===== config.mk =====
export PLATFORM = sky130hd
export DESIGN_NAME = ysyx_24100012_alu_issue
export DESIGN_NICKNAME = d
export VERILOG_FILES = /design/src/rtl/ysyx_24100012_alu_issue.sv
export SDC_FILE = /design/constraint.sdc
export NUM_CORES = 1
export LEC_CHECK = 0
export ABC_CLOCK_PERIOD_IN_PS = 5200
export BUFFER_PORTS_ARGS = -buffer_cell sky130_fd_sc_hd__clkbuf_2
export CORE_MARGIN = 1
export CORE_UTILIZATION = 58
export DETAILED_ROUTE_END_ITERATION = 6
export MAX_ROUTING_LAYER = met4
export PLACE_DENSITY = 0.88
export SETUP_SLACK_MARGIN = 0.2
export SLEW_MARGIN = 20
export SYNTH_ARGS = -nofsm -noshare
export SYNTH_HDL_FRONTEND = slang
export SYNTH_SLANG_ARGS = --single-unit

===== constraint.sdc =====
create_clock -name clk -period 5.2 [get_ports clk]
set_input_delay 1.04 -clock clk [delete_from_list [all_inputs] [get_ports clk]]
set_output_delay 1.04 -clock clk [all_outputs]
set_load 0.005 [all_outputs]

===== src/rtl/ysyx_24100012_alu_issue.sv =====
// RV32I decode/issue stage feeding the ALU: decode, operand mux, registered output plus one-entry skid.
// Optional build macro ALU_ISSUE_STAT_EN adds the stat_issued / stat_stall counter ports.
`timescale 1ns/1ps
module ysyx_24100012_alu_issue #(
  parameter int DATA_WIDTH = 32,
  parameter int SEL_W      = 4
) (
  input  logic                  clk,
  input  logic                  rst,
  input  logic                  flush,
  input  logic                  in_valid,
  output logic                  in_ready,
  input  logic [31:0]           in_inst,
  input  logic [DATA_WIDTH-1:0] in_pc,
  input  logic [DATA_WIDTH-1:0] in_rs1_val,
  input  logic [DATA_WIDTH-1:0] in_rs2_val,
  output logic                  out_valid,
  input  logic                  out_ready,
  output logic [DATA_WIDTH-1:0] out_a,
  output logic [DATA_WIDTH-1:0] out_b,
  output logic [SEL_W-1:0]      out_alu_sel,
  output logic [2:0]            out_inst_type,
  output logic [DATA_WIDTH-1:0] out_pc,
  output logic                  out_illegal
`ifdef ALU_ISSUE_STAT_EN
  ,
  output logic [31:0]           stat_issued,
  output logic [31:0]           stat_stall
`endif
);

  // Valid/ready: a transfer happens on any rising edge where valid && ready are both high;
  // a producer holds its payload stable while valid is high and ready is low.

  localparam logic [6:0] OPC_OP     = 7'b0110011;
  localparam logic [6:0] OPC_OPIMM  = 7'b0010011;
  localparam logic [6:0] OPC_LOAD   = 7'b0000011;
  localparam logic [6:0] OPC_STORE  = 7'b0100011;
  localparam logic [6:0] OPC_BRANCH = 7'b1100011;
  localparam logic [6:0] OPC_LUI    = 7'b0110111;
  localparam logic [6:0] OPC_AUIPC  = 7'b0010111;
  localparam logic [6:0] OPC_JAL    = 7'b1101111;
  localparam logic [6:0] OPC_JALR   = 7'b1100111;
  localparam logic [6:0] OPC_SYSTEM = 7'b1110011;

  localparam logic [2:0] TYPE_R   = 3'd0;
  localparam logic [2:0] TYPE_I   = 3'd1;
  localparam logic [2:0] TYPE_S   = 3'd2;
  localparam logic [2:0] TYPE_B   = 3'd3;
  localparam logic [2:0] TYPE_U   = 3'd4;
  localparam logic [2:0] TYPE_J   = 3'd5;
  localparam logic [2:0] TYPE_SYS = 3'd6;
  localparam logic [2:0] TYPE_ILL = 3'd7;

  typedef struct packed {
    logic [DATA_WIDTH-1:0] pc;
    logic [DATA_WIDTH-1:0] a;
    logic [DATA_WIDTH-1:0] b;
    logic [SEL_W-1:0]      sel;
    logic [2:0]            itype;
    logic                  illegal;
  } entry_t;

  logic [6:0]  opcode;
  logic [2:0]  funct3;
  logic [6:0]  funct7;
  logic [31:0] imm_i;
  logic [31:0] imm_s;
  logic [31:0] imm_u;
  logic        legal;
  entry_t      dec;
  logic        unused_rs1_idx;

  assign opcode = in_inst[6:0];
  assign funct3 = in_inst[14:12];
  assign funct7 = in_inst[31:25];
  assign imm_i  = {{20{in_inst[31]}}, in_inst[31:20]};
  assign imm_s  = {{20{in_inst[31]}}, in_inst[31:25], in_inst[11:7]};
  assign imm_u  = {in_inst[31:12], 12'b0};
  // Register indices are resolved upstream; only the read values arrive here.
  assign unused_rs1_idx = ^in_inst[19:15];

  always_comb begin
    dec     = '0;
    dec.pc  = in_pc;
    legal   = 1'b1;
    case (opcode)
      OPC_OP: begin
        dec.itype = TYPE_R;
        dec.sel   = {funct7[5], funct3};
        dec.a     = in_rs1_val;
        dec.b     = (funct3 == 3'b001 || funct3 == 3'b101) ? {27'b0, in_rs2_val[4:0]} : in_rs2_val;
        legal     = (funct7 == 7'b0000000) ||
                    (funct7 == 7'b0100000 && (funct3 == 3'b000 || funct3 == 3'b101));
      end
      OPC_OPIMM: begin
        dec.itype = TYPE_I;
        dec.sel   = {1'b0, funct3};
        dec.a     = in_rs1_val;
        dec.b     = imm_i;
        if (funct3 == 3'b001) begin
          dec.b = {27'b0, in_inst[24:20]};
          legal = (funct7 == 7'b0000000);
        end else if (funct3 == 3'b101) begin
          dec.b   = {27'b0, in_inst[24:20]};
          dec.sel = {in_inst[30], 3'b101};
          legal   = (funct7 == 7'b0000000) || (funct7 == 7'b0100000);
        end
      end
      OPC_LOAD: begin
        dec.itype = TYPE_I;
        dec.a     = in_rs1_val;
        dec.b     = imm_i;
      end
      OPC_STORE: begin
        dec.itype = TYPE_S;
        dec.a     = in_rs1_val;
        dec.b     = imm_s;
      end
      OPC_BRANCH: begin
        dec.itype = TYPE_B;
        dec.a     = in_rs1_val;
        dec.b     = in_rs2_val;
        case (funct3[2:1])
          2'b00:   dec.sel = 4'b1000;
          2'b10:   dec.sel = 4'b0010;
          2'b11:   dec.sel = 4'b0011;
          default: legal   = 1'b0;
        endcase
      end
      OPC_LUI: begin
        dec.itype = TYPE_U;
        dec.b     = imm_u;
      end
      OPC_AUIPC: begin
        dec.itype = TYPE_U;
        dec.a     = in_pc;
        dec.b     = imm_u;
      end
      OPC_JAL: begin
        dec.itype = TYPE_J;
        dec.a     = in_pc;
        dec.b     = 32'd4;
      end
      OPC_JALR: begin
        dec.itype = TYPE_I;
        dec.a     = in_pc;
        dec.b     = 32'd4;
        legal     = (funct3 == 3'b000);
      end
      OPC_SYSTEM: dec.itype = TYPE_SYS;
      default:    legal = 1'b0;
    endcase
    // Illegal entries still flow through the pipe, but with neutral operands.
    if (!legal) begin
      dec.a     = '0;
      dec.b     = '0;
      dec.sel   = '0;
      dec.itype = TYPE_ILL;
    end
    dec.illegal = ~legal;
  end

  entry_t out_q, out_d;
  entry_t skid_q, skid_d;
  logic   out_valid_q, out_valid_d;
  logic   skid_valid_q, skid_valid_d;
  logic   accept;
  logic   out_fire;

  assign accept   = in_valid & ~skid_valid_q;
  assign out_fire = out_valid_q & out_ready;

  always_comb begin
    out_d        = out_q;
    skid_d       = skid_q;
    out_valid_d  = out_valid_q;
    skid_valid_d = skid_valid_q;
    if (flush) begin
      out_valid_d  = 1'b0;
      skid_valid_d = 1'b0;
    end else if (skid_valid_q) begin
      // Skid full means in_ready is low, so only draining can happen.
      if (out_fire) begin
        out_d        = skid_q;
        skid_valid_d = 1'b0;
      end
    end else if (!out_valid_q || out_ready) begin
      out_valid_d = accept;
      if (accept) out_d = dec;
    end else if (accept) begin
      skid_valid_d = 1'b1;
      skid_d       = dec;
    end
  end

  always_ff @(posedge clk or negedge rst) begin
    if (!rst) begin
      out_q        <= '0;
      skid_q       <= '0;
      out_valid_q  <= 1'b0;
      skid_valid_q <= 1'b0;
    end else begin
      out_q        <= out_d;
      skid_q       <= skid_d;
      out_valid_q  <= out_valid_d;
      skid_valid_q <= skid_valid_d;
    end
  end

  assign in_ready      = ~skid_valid_q;
  assign out_valid     = out_valid_q;
  assign out_a         = out_q.a;
  assign out_b         = out_q.b;
  assign out_alu_sel   = out_q.sel;
  assign out_inst_type = out_q.itype;
  assign out_pc        = out_q.pc;
  assign out_illegal   = out_q.illegal;

`ifdef ALU_ISSUE_STAT_EN
  logic [31:0] stat_issued_q, stat_issued_d;
  logic [31:0] stat_stall_q, stat_stall_d;

  always_comb begin
    stat_issued_d = stat_issued_q + {31'b0, out_fire};
    stat_stall_d  = stat_stall_q + {31'b0, in_valid & skid_valid_q};
  end

  always_ff @(posedge clk or negedge rst) begin
    if (!rst) begin
      stat_issued_q <= '0;
      stat_stall_q  <= '0;
    end else begin
      stat_issued_q <= stat_issued_d;
      stat_stall_q  <= stat_stall_d;
    end
  end

  assign stat_issued = stat_issued_q;
  assign stat_stall  = stat_stall_q;
`endif

endmodule


==> results of run 1 <==
==> metrics by stage <==
stage	util, %	instances	worst slack (ns)	power, W	hold WS, ns
floorplan	-	1028	2.37	0.00207	0.441
finish	71.8	1439	2.04	0.00389	0.471
CTS	71.8	1439	2.06	0.00390	0.473
detailed placement	67.3	1399	1.54	0.00231	0.460
global route	71.8	1439	1.90	0.00403	0.493
global placement	67.3	1399	1.58	0.00229	0.451
==> cells by family after synthesis <==
group	Yosys count
buffers and inverters	104
flip-flops	210
AO/OA/AOI/OAI	343
XOR/XNOR	1
multiplexers	32
AND/OR/NAND/NOR	338
==> layout make-up <==
type,count,area (sq um)
Sequential cell,210,5260
Multi-Input combinational cell,714,4370
Fill cell,1197,4710
Clock inverter,10,115
Inverter,4,15.0
Timing Repair Buffer,251,1320
Tap cell,220,275
Clock buffer,30,631
==> synthesized netlist by cell type (2+ instances only) <==
| cell type | number | share of area [%] |
|---|---|---|
| nor3_1 | 4 | 0.20 |
| nand3_1 | 6 | 0.30 |
| clkbuf_1 | 84 | 3.2 |
| nor2b_1 | 11 | 0.69 |
| a21oi_1 | 88 | 4.4 |
| or3_1 | 5 | 0.31 |
| o31ai_2 | 22 | 2.8 |
| buf_2 | 2 | 0.10 |
| o21ai_0 | 41 | 2.1 |
| buf_1 | 8 | 0.30 |
| a31oi_1 | 7 | 0.44 |
| nand2_1 | 205 | 7.7 |
| nand2b_1 | 8 | 0.50 |
| o21bai_1 | 2 | 0.15 |
| a221oi_1 | 20 | 1.8 |
| dfrtp_1 | 210 | 53 |
| nor2_1 | 17 | 0.64 |
| o41ai_1 | 3 | 0.26 |
| o31ai_1 | 111 | 8.3 |
| and3_1 | 70 | 4.4 |
| mux2i_1 | 32 | 3.2 |
| inv_1 | 4 | 0.15 |
| a22oi_1 | 38 | 2.9 |
| buf_6 | 6 | 0.68 |
| nand3b_1 | 3 | 0.23 |
==> power breakdown <==
group | internal, W | switching (W) | total, W | leakage (nW)
registers | 0.00176 | 0.0000768 | 0.00184 | 2.81
clock network | 0.000953 | 0.000645 | 0.00160 | 0.373
logic | 0.000163 | 0.000288 | 0.000451 | 2.62
==> per-layer routing <==
| metal | vias to the layer above | global-route usage [%] | wire length, um |
|---|---|---|---|
| met4 | 0 | 11.7 | 854 |
| met5 | - | - | 0 |
| li1 | 4104 | - | - |
| met2 | 466 | 51.2 | 13700 |
| met3 | 71 | 4.98 | 2390 |
| met1 | 4489 | 43.5 | 11600 |
==> flip-flops by register name (all words and copies together), names as in the netlist <==
register	cells
out_valid	1
skid_q	104
out_b	32
skid_valid_q	1
out_illegal	1
out_pc	32
out_a	32
out_alu_sel	4
out_inst_type	3
==> how the worst max path moves through the flow <==
stage          startpoint                      to  depth (start not counted)
3_3_place_gp   in_inst[5]   out_b[18]$_DFFE_PN0P_                          7
2_1_floorplan  in_inst[2]  skid_q[54]$_DFFE_PN0P_                          8
6_report       in_inst[5]   out_b[28]$_DFFE_PN0P_                          7
3_5_place_dp   in_inst[5]   out_b[28]$_DFFE_PN0P_                          7
5_1_grt        in_inst[5]   out_b[30]$_DFFE_PN0P_                          7
4_1_cts        in_inst[5]   out_b[28]$_DFFE_PN0P_                          7
==> worst max-delay path, delay by kind of cell <==
family,cells,cell delay [ns]
simple gates,3,0.70
compound gates,2,1.08
buf+inv,2,0.65
==> impl_metrics.tcl, run 1 <==
set metrics [dict create \
    boundaryPins 239 \
    synth_fp_nets 1161 \
    layout.nets 1336 \
    power_density_nw_per_um2 324 \
    final_common_cell "clkbuf_2" \
    antenna_found_initial 0 \
    cts.sinks 210 \
    tns_ns 0 \
    ys_warn_count 0 \
    hold_end "skid_q[26]$_DFFE_PN0P_" \
    ys_ff_latch 210 \
    rsz0062_at_grt "false" \
    core_area_sq_um 16700 \
    drive_above_1_share_pct 26.4 \
    max_freq_mhz 316 \
    synth_top_family_by_area "compound AO/OA/AOI/OAI gates" \
    drt-vias-per-instance 6.34 \
    period_share_pct 60.8 \
    syn_inst 1028 \
    cts_buffers 22 \
    critPathMaxStageDelay_ns 0.94 \
    finalClockSkew_ns 0.00965 \
    post_cts_buffers 0 \
    end_kind "flip-flop" \
    static-leakage-power_nw 5.81 \
    path_clk_slew_ns 0.06 \
    synthMuxAreaShare_pct 3.20 \
    place_area_sq_um 11200 \
    setup_viol 0 \
    cp_slowest_cell "o311a_4" \
    grt_overflow_total 0 \
    status "finished with violations" \
    cts_tree "yes" \
    initial_core_util_pct 59.9 \
    path_class "primary input to flip-flop" \
    hold_buffers 0 \
    timing.slew.headroom_pct 28.8 \
    drv_cap 0 \
    synth_edf_count 0 \
    hold_viol 0 \
    postRouteAntennaNets 0 \
    drv_slew 0 \
    rrSetupSlack_ns 2.27 \
    min_path_type "flip-flop to flip-flop" \
    die_height_um 133 \
    min_period_ns 3.16 \
    stdcell_area_sq_um 12000 \
    reg2reg_depth 5 \
    hpwl_um 17900 \
    cts_max_path_buffers 3 \
    drc 3 \
    vias 9130 \
    layout_common_cells "clkbuf_2, dfrtp_1, nand2_1" \
    dieArea_sq_um 17800 \
    crit_path_start_kind "primary input" \
    dr.pass1.iters 7 \
    synthAdderAreaFrac_pct 0 \
    synth_area_sq_um 10000 \
    reg2reg_from "skid_valid_q$_DFF_PN0_" \
    required_ns 5.54 \
    antennaDiodeCount 0 \
    gp_congestion 0.900 \
    yosys.area_share.xor_xnor_pct 0.0876 \
    yosys.area_share.simple_pct 15.8 \
    hold_depth 2 \
    routed_wl_um 28500 \
    async_flop_share_pct 100 \
    cts-root-buf "clkbuf_16" \
    rows 47 \
    violations "design-rule violations" \
    grt_pass1_vias 8592 \
    grt_pass1_wl_um 44900 \
    synth-compound-area-share_pct 24.0 \
    drtIter0Drc 996 \
    synth_seq_area_share_pct 52.6 \
    post_cts_resized 0 \
    ys.flop_type "dfrtp_1" \
    io_buffers 238 \
    ctsHtreeMaxLevel 1 \
    crit_fanout 85 \
    r2r-end "out_a[22]$_DFFE_PN0P_" \
    area_delta_synth_final_pct 19.9 \
    grt_max_degree 123 \
    cp.arrival_ns 3.51 \
    ys_types 46 \
    avgSynthCellArea_sq_um 9.73 \
    worst_ir_drop_vdd_v 0.000268 \
    clk_latency_ns 0.50 \
    path_cells "clkbuf_2 > nand3b_1 > nor4b_1 > nor3_1 > o311a_4 > buf_4 > o31ai_1" \
    tightest_slew_ns 1.07 \
    wire_per_inst_um 19.8 \
    min-delay-start "skid_q[26]$_DFFE_PN0P_" \
    track_usage_pct 32.7 \
    die_w_um 133 \
]
(Power assumes the default switching activity.)
==> run 2, diff against run 1 <==
Settings changed: ABC_CLOCK_PERIOD_IN_PS 5200 to 3200, CORE_UTILIZATION 58 to 54, PLACE_DENSITY 0.88 to 0.83.
Clock period 5.2 ns to 3.2 ns, I/O delays scaled along.
==> run 2 against run 1 <==
Compared with the run above:
- the flow now finishes without violations
- combinational power up 65%
- register-to-register slack worse by 1.4 ns
- worst setup slack worse by 1.3 ns
- sequential power up 62%
- global-route usage down 2.9 points
- sequential share of layout area down 0.55 points
- final cell count up 1.3%
- clock power up 67%
- flip-flop and latch count unchanged
- total power up 64%
- non-clock buffer count up 10
- core utilization down 4.4 points
- highest routed layer unchanged
==> impl_metrics.tcl, run 2 (synthesis gave the netlist of run 1 again) <==
set metrics [dict create \
    multi_input_area_sq_um 4360 \
    die_height_um 138 \
    finalClockSkew_ns 0.00650 \
    dieArea_sq_um 19100 \
    post_cts_buffers 0 \
    post_cts_resized 0 \
    min_period_ns 2.43 \
    period_share_pct 75.8 \
    tightest_slew_ns 0.956 \
    hold_viol 0 \
    cts.sinks 210 \
    final_common_cell "clkbuf_2" \
    timing.slew.headroom_pct 35.3 \
    cts-root-buf "clkbuf_16" \
    reg2reg_depth 5 \
    status "completed" \
    die_w_um 138 \
    hold_buffers 0 \
    routed_wl_um 27600 \
    end_kind "primary output" \
    layout_common_cells "clkbuf_2, dfrtp_1, nand2_1" \
    clk_latency_ns 0.49 \
    crit_fanout 41 \
    p_clk_share_pct 41.8 \
    grt_pass1_vias 8552 \
    vias 8960 \
    static-leakage-power_nw 5.88 \
    reg2reg_from "skid_valid_q$_DFF_PN0_" \
    grt_max_degree 78 \
    drv_cap 0 \
    path_class "flip-flop to primary output" \
    initial_core_util_pct 55.5 \
    path_clk_slew_ns 0.06 \
    drive_above_1_share_pct 26.8 \
    p_int_w 0.00478 \
    track_usage_pct 29.8 \
    dr.pass1.iters 5 \
    drv_slew 0 \
    p_seq_share_pct 46.5 \
    tns_ns 0 \
    wire_per_inst_um 18.9 \
    postRouteAntennaNets 0 \
    max_freq_mhz 412 \
    drtIter0Drc 886 \
    seqCellArea_sq_um 5260 \
    cp.arrival_ns 1.79 \
    switchingPower_w 0.00161 \
    drt-vias-per-instance 6.15 \
    grt_pass1_wl_um 45200 \
    n_fill_cell 1429 \
    rsz0062_at_grt "false" \
    min_path_type "primary input to asynchronous set/reset pin" \
    required_ns 2.56 \
    gp_congestion 0.895 \
    top_register "skid_q" \
    largest_register_ffs 104 \
    rows 49 \
    worst_ir_drop_vdd_v 0.000445 \
    hpwl_um 18100 \
    ctsHtreeMaxLevel 1 \
    power_density_nw_per_um2 527 \
    layout.nets 1346 \
    io_buffers 238 \
    setup_viol 0 \
    cts_tree "yes" \
    r2r-end "out_b[12]$_DFFE_PN0P_" \
    cts_buffers 22 \
    comb_power_share_pct 11.7 \
    rrSetupSlack_ns 0.83 \
    antennaDiodeCount 0 \
    cts_max_path_buffers 3 \
    boundaryPins 239 \
    p_sw_share_pct 25.2 \
    drc 0 \
    grt_overflow_total 0 \
    p_total_w 0.00639 \
    area_delta_synth_final_pct 21.4 \
    crit_path_start_kind "flip-flop" \
    core_area_sq_um 18000 \
    antenna_found_initial 0 \
]
## run 2: changes by cell type in the layout (fill, tap and decap cells not counted), sizes merged
cell,before,now
buf,13,23
clkbuf,268,274
clkinv,8,2
## run 2: how the worst max path moves through the flow
stage,to,startpoint,cells after the start,slack (ns)
after floorplan,skid_q[54]$_DFFE_PN0P_,in_inst[2],8,0.77
after global placement,out_a[21]$_DFFE_PN0P_,in_inst[5],7,0.40
after detailed placement,out_a[28]$_DFFE_PN0P_,in_inst[25],7,0.32
after CTS,in_ready,skid_valid_q$_DFF_PN0_,3,0.75
after global routing,out_a[28]$_DFFE_PN0P_,in_inst[25],7,0.66
final,in_ready,skid_valid_q$_DFF_PN0_,3,0.77
## run 2: final cells by class
| cell class | instances | share of cell area [%] |
|---|---|---|
| Tap cell | 229 | 2.36 |
| Clock buffer | 36 | 5.72 |
| Timing Repair Buffer | 261 | 11.9 |
| Clock inverter | 4 | 0.608 |
| Multi-Input combinational cell | 714 | 35.9 |
| Inverter | 4 | 0.124 |
| Sequential cell | 210 | 43.3 |
## run 2: worst max-delay path, cell delays in order (launching register included)
cell and delay [ns]:
dfrtp_4 0.41, buf_4 0.48, inv_1 0.22, clkbuf_2 0.19
## run 2: power groups by stage
| stage | combinational, W | sequential, W | clock (W) |
|---|---|---|---|
| CTS | 0.000749 | 0.00297 | 0.00270 |
| floorplan | 0.000363 | 0.00301 | 0 |
| finish | 0.000745 | 0.00298 | 0.00267 |
| global placement | 0.000720 | 0.00301 | 0 |
| global route | 0.000832 | 0.00300 | 0.00280 |
| detailed placement | 0.000744 | 0.00302 | 0 |
## run 2: layer usage
metal / vias to the layer above / global-route usage (%) / wire length [um]
met4: 0 / 9.20 / 843
met5: - / - / 0
met2: 411 / 44.0 / 12600
met3: 63 / 4.33 / 2090
met1: 4365 / 42.7 / 12000
li1: 4121 / - / -
## run 2: metrics by stage
stage	setup WS (ns)	hold slack, ns	util (%)	instance area [sq um]	cells
floorplan	0.767	0.344	-	10000	1028
global placement	0.398	0.451	63.1	11400	1418
detailed placement	0.316	0.459	63.1	11400	1418
CTS	0.748	0.119	67.4	12100	1458
global route	0.656	0.130	67.4	12100	1458
finish	0.773	0.101	67.4	12100	1458
==> run 3, diff against run 2 <==
Settings changed: ABC_AREA set to 1, ABC_CLOCK_PERIOD_IN_PS 3200 to 2300.
Clock period 3.2 ns to 2.3 ns, I/O delays scaled along.
==> run 3 against run 2 <==
Compared with the run above:
- via count rose by 13%
- core utilization is 0.33 points lower
- combinational power rose by 89%
- synthesized cell count up 37%
- worst setup slack worse by 0.48 ns
- hold slack improved by 0.089 ns
- critical path depth is the same
- final cell count increased by 27%
- total power rose by 46%
- sequential power is 47% higher
- sequential share of layout area fell by 1.2 points
- clock power up 33%
- highest routed layer unchanged
==> impl_metrics.tcl, run 3 <==
set metrics [dict create \
    power_density_nw_per_um2 748 \
    synth_most_common_cell "nand2_1" \
    core_area_sq_um 18600 \
    syn_inst 1409 \
    hold_end "skid_q[94]$_DFFE_PN0P_" \
    routed_wl_um 29000 \
    hold-worst-slack_ns 0.190 \
    max_freq_mhz 498 \
    cts-root-buf "clkbuf_16" \
    dieArea_sq_um 19500 \
    critPathMaxStageDelay_ns 0.45 \
    min-delay-start "in_pc[22]" \
    path_cells "inv_4 > buf_16 > clkbuf_2" \
    grt_overflow_total 0 \
    grt_pass1_wl_um 47900 \
    drtIter0Drc 863 \
    initial_core_util_pct 55.0 \
    hold_depth 3 \
    cts_buffers 22 \
    hold_viol 0 \
    cp.arrival_ns 1.55 \
    r2r-end "out_pc[18]$_DFFE_PN0P_" \
    area_delta_synth_final_pct 21.8 \
    ys.flop_type "dfrtp_1" \
    drive_above_1_share_pct 19.6 \
    path_class "flip-flop to primary output" \
    ys_warn_count 0 \
    synthAdderAreaFrac_pct 0 \
    fin_util_pct 67.0 \
    top_register "skid_q" \
    min_period_ns 2.01 \
    die_height_um 140 \
    reg2reg_from "out_valid$_DFFE_PN0P_" \
    rows 50 \
    post_cts_buffers 0 \
    synthMuxAreaShare_pct 0 \
    gp_congestion 0.874 \
    hpwl_um 18400 \
    status "completed" \
    synth_area_leaders "dfrtp_1, nand2_1, nor2_1" \
    synth_top_area_share_pct 51.2 \
    pre_cts_ws_ns 0.0524 \
    drc 0 \
    crit_fanout 71 \
    rsz0062_at_grt "false" \
    synthTopCellsByCount "nand2_1, dfrtp_1, nor2_1" \
    ys_ff_latch 210 \
    ys_types 27 \
    ctsHtreeMaxLevel 1 \
    critPathTopFamily "buffers and inverters" \
    synth_top_family_by_area "simple AND/OR/NAND/NOR gates" \
    vias 10092 \
    period_share_pct 87.3 \
    static-leakage-power_nw 6.99 \
    synth_area_sq_um 10300 \
    cts_tree "yes" \
    yosysTopAreaCell "dfrtp_1" \
    grt_pass1_vias 9627 \
    synth_edf_count 0 \
    rrSetupSlack_ns 0.37 \
    tns_ns 0 \
    drt-vias-per-instance 5.43 \
    tightest_slew_ns 0.817 \
    reg2reg_depth 8 \
    final_common_cell "nand2_1" \
    min_path_type "primary input to flip-flop" \
    drv_cap 0 \
    layout.nets 1741 \
    cts_max_path_buffers 3 \
    avgSynthCellArea_sq_um 7.28 \
    antennaDiodeCount 0 \
    async_flop_share_pct 100 \
    synth-compound-area-share_pct 9.50 \
    finalClockSkew_ns 0.00894 \
    wire_per_inst_um 15.6 \
    grt_max_degree 109 \
    clk_latency_ns 0.50 \
    drv_slew 0 \
    crit_path_start_kind "flip-flop" \
    postRouteAntennaNets 0 \
    yosys.area_share.simple_pct 34.3 \
    cts.sinks 210 \
    track_usage_pct 31.2 \
    required_ns 1.84 \
    boundaryPins 239 \
    cp_slowest_cell "dfrtp_2" \
    worst_ir_drop_vdd_v 0.000428 \
    synth_fp_nets 1542 \
    die_w_um 140 \
    largest_register_ffs 104 \
    cp.buffers_inverters 3 \
    io_buffers 238 \
    synth_seq_area_share_pct 51.2 \
    dr.pass1.iters 5 \
    end_kind "primary output" \
    fin_ws_ns 0.292 \
    setup_viol 0 \
    path_clk_slew_ns 0.07 \
    timing.slew.headroom_pct 45.5 \
    antenna_found_initial 0 \
    layout_common_cells "nand2_1, clkbuf_2, dfrtp_1" \
    yosys.area_share.xor_xnor_pct 0 \
]
run 3: cell types whose count changed in the layout (fill, tap and decap cells not counted), sizes merged, moves of 11 or more:
cell | previous run | this run
a22oi | 38 | 0
mux2i | 32 | 0
nand3 | 6 | 107
a221oi | 20 | 0
o21ai | 41 | 71
a21oi | 88 | 75
nor2 | 17 | 164
nand2 | 205 | 617
inv | 4 | 28
a31oi | 7 | 35
o31ai | 133 | 1
and3 | 70 | 0
nor2b | 11 | 0
run 3: report_power, final:
part | switching [W] | total, W | internal (W)
Clock | 0.00147 | 0.00354 | 0.00207
Combinational | 0.000824 | 0.00141 | 0.000587
Sequential | 0.000255 | 0.00439 | 0.00414
run 3: routing by layer:
metal	GRT usage, %	wire, um	part of all wire [%]	vias to the layer above
li1	-	-	-	4886
met1	41.5	12500	43	4717
met2	49.3	13500	47	435
met3	4.61	2280	7.9	54
met4	10.3	738	2.5	0
met5	-	0	0	-
run 3: logic make-up after synthesis:
logic type	after synthesis
AND/OR/NAND/NOR	893
flip-flops	210
AO/OA/AOI/OAI	184
buffers and inverters	122
run 3: worst max path at each step:
stage               slack, ns              startpoint  depth (start not counted)                           end
finish                   0.29  skid_valid_q$_DFF_PN0_                          3                      in_ready
floorplan                0.50              in_inst[1]                         13  out_inst_type[0]$_DFFE_PN0P_
CTS                      0.26  skid_valid_q$_DFF_PN0_                          3                      in_ready
global placement         0.16              in_inst[0]                         14         out_b[23]$_DFFE_PN0P_
detailed placement       0.05              in_inst[0]                         14          out_a[6]$_DFFE_PN0P_
global route             0.22   out_valid$_DFFE_PN0P_                          8         out_pc[3]$_DFFE_PN0P_
run 3: metrics by stage:
step,instances,power (W),instance area [sq um]
final,1858,0.00934,12500
after global routing,1858,0.00976,12500
after CTS,1858,0.00940,12500
after detailed placement,1816,0.00584,11700
after global placement,1816,0.00579,11700
after floorplan,1409,0.00509,10300
run 3: what timing repair did:
action / in CTS / in global routing
endpoints found under the hold margin: 49 / 0
endpoints found under the setup margin: 1 / 0
hold buffers: 1 / 0
resized for setup: 1 / 0
run 3: area by class of cell:
class	instances	area, sq um
multi-input combinational	1077	4520
clock inverter	9	78.8
tap	234	293
timing repair buffer	268	1590
clock buffer	31	646
inverter	29	113
fill	1573	6150
sequential	210	5260
run 3: worst register-to-register path, stage by stage (launching register included):
cell and delay, ns:
dfrtp_1 0.41, inv_1 0.06, nor2_1 0.08, o21ai_0 0.29, nand2_4 0.11, clkinv_2 0.06
buf_4 0.53, nor2_1 0.13, a31oi_1 0.19
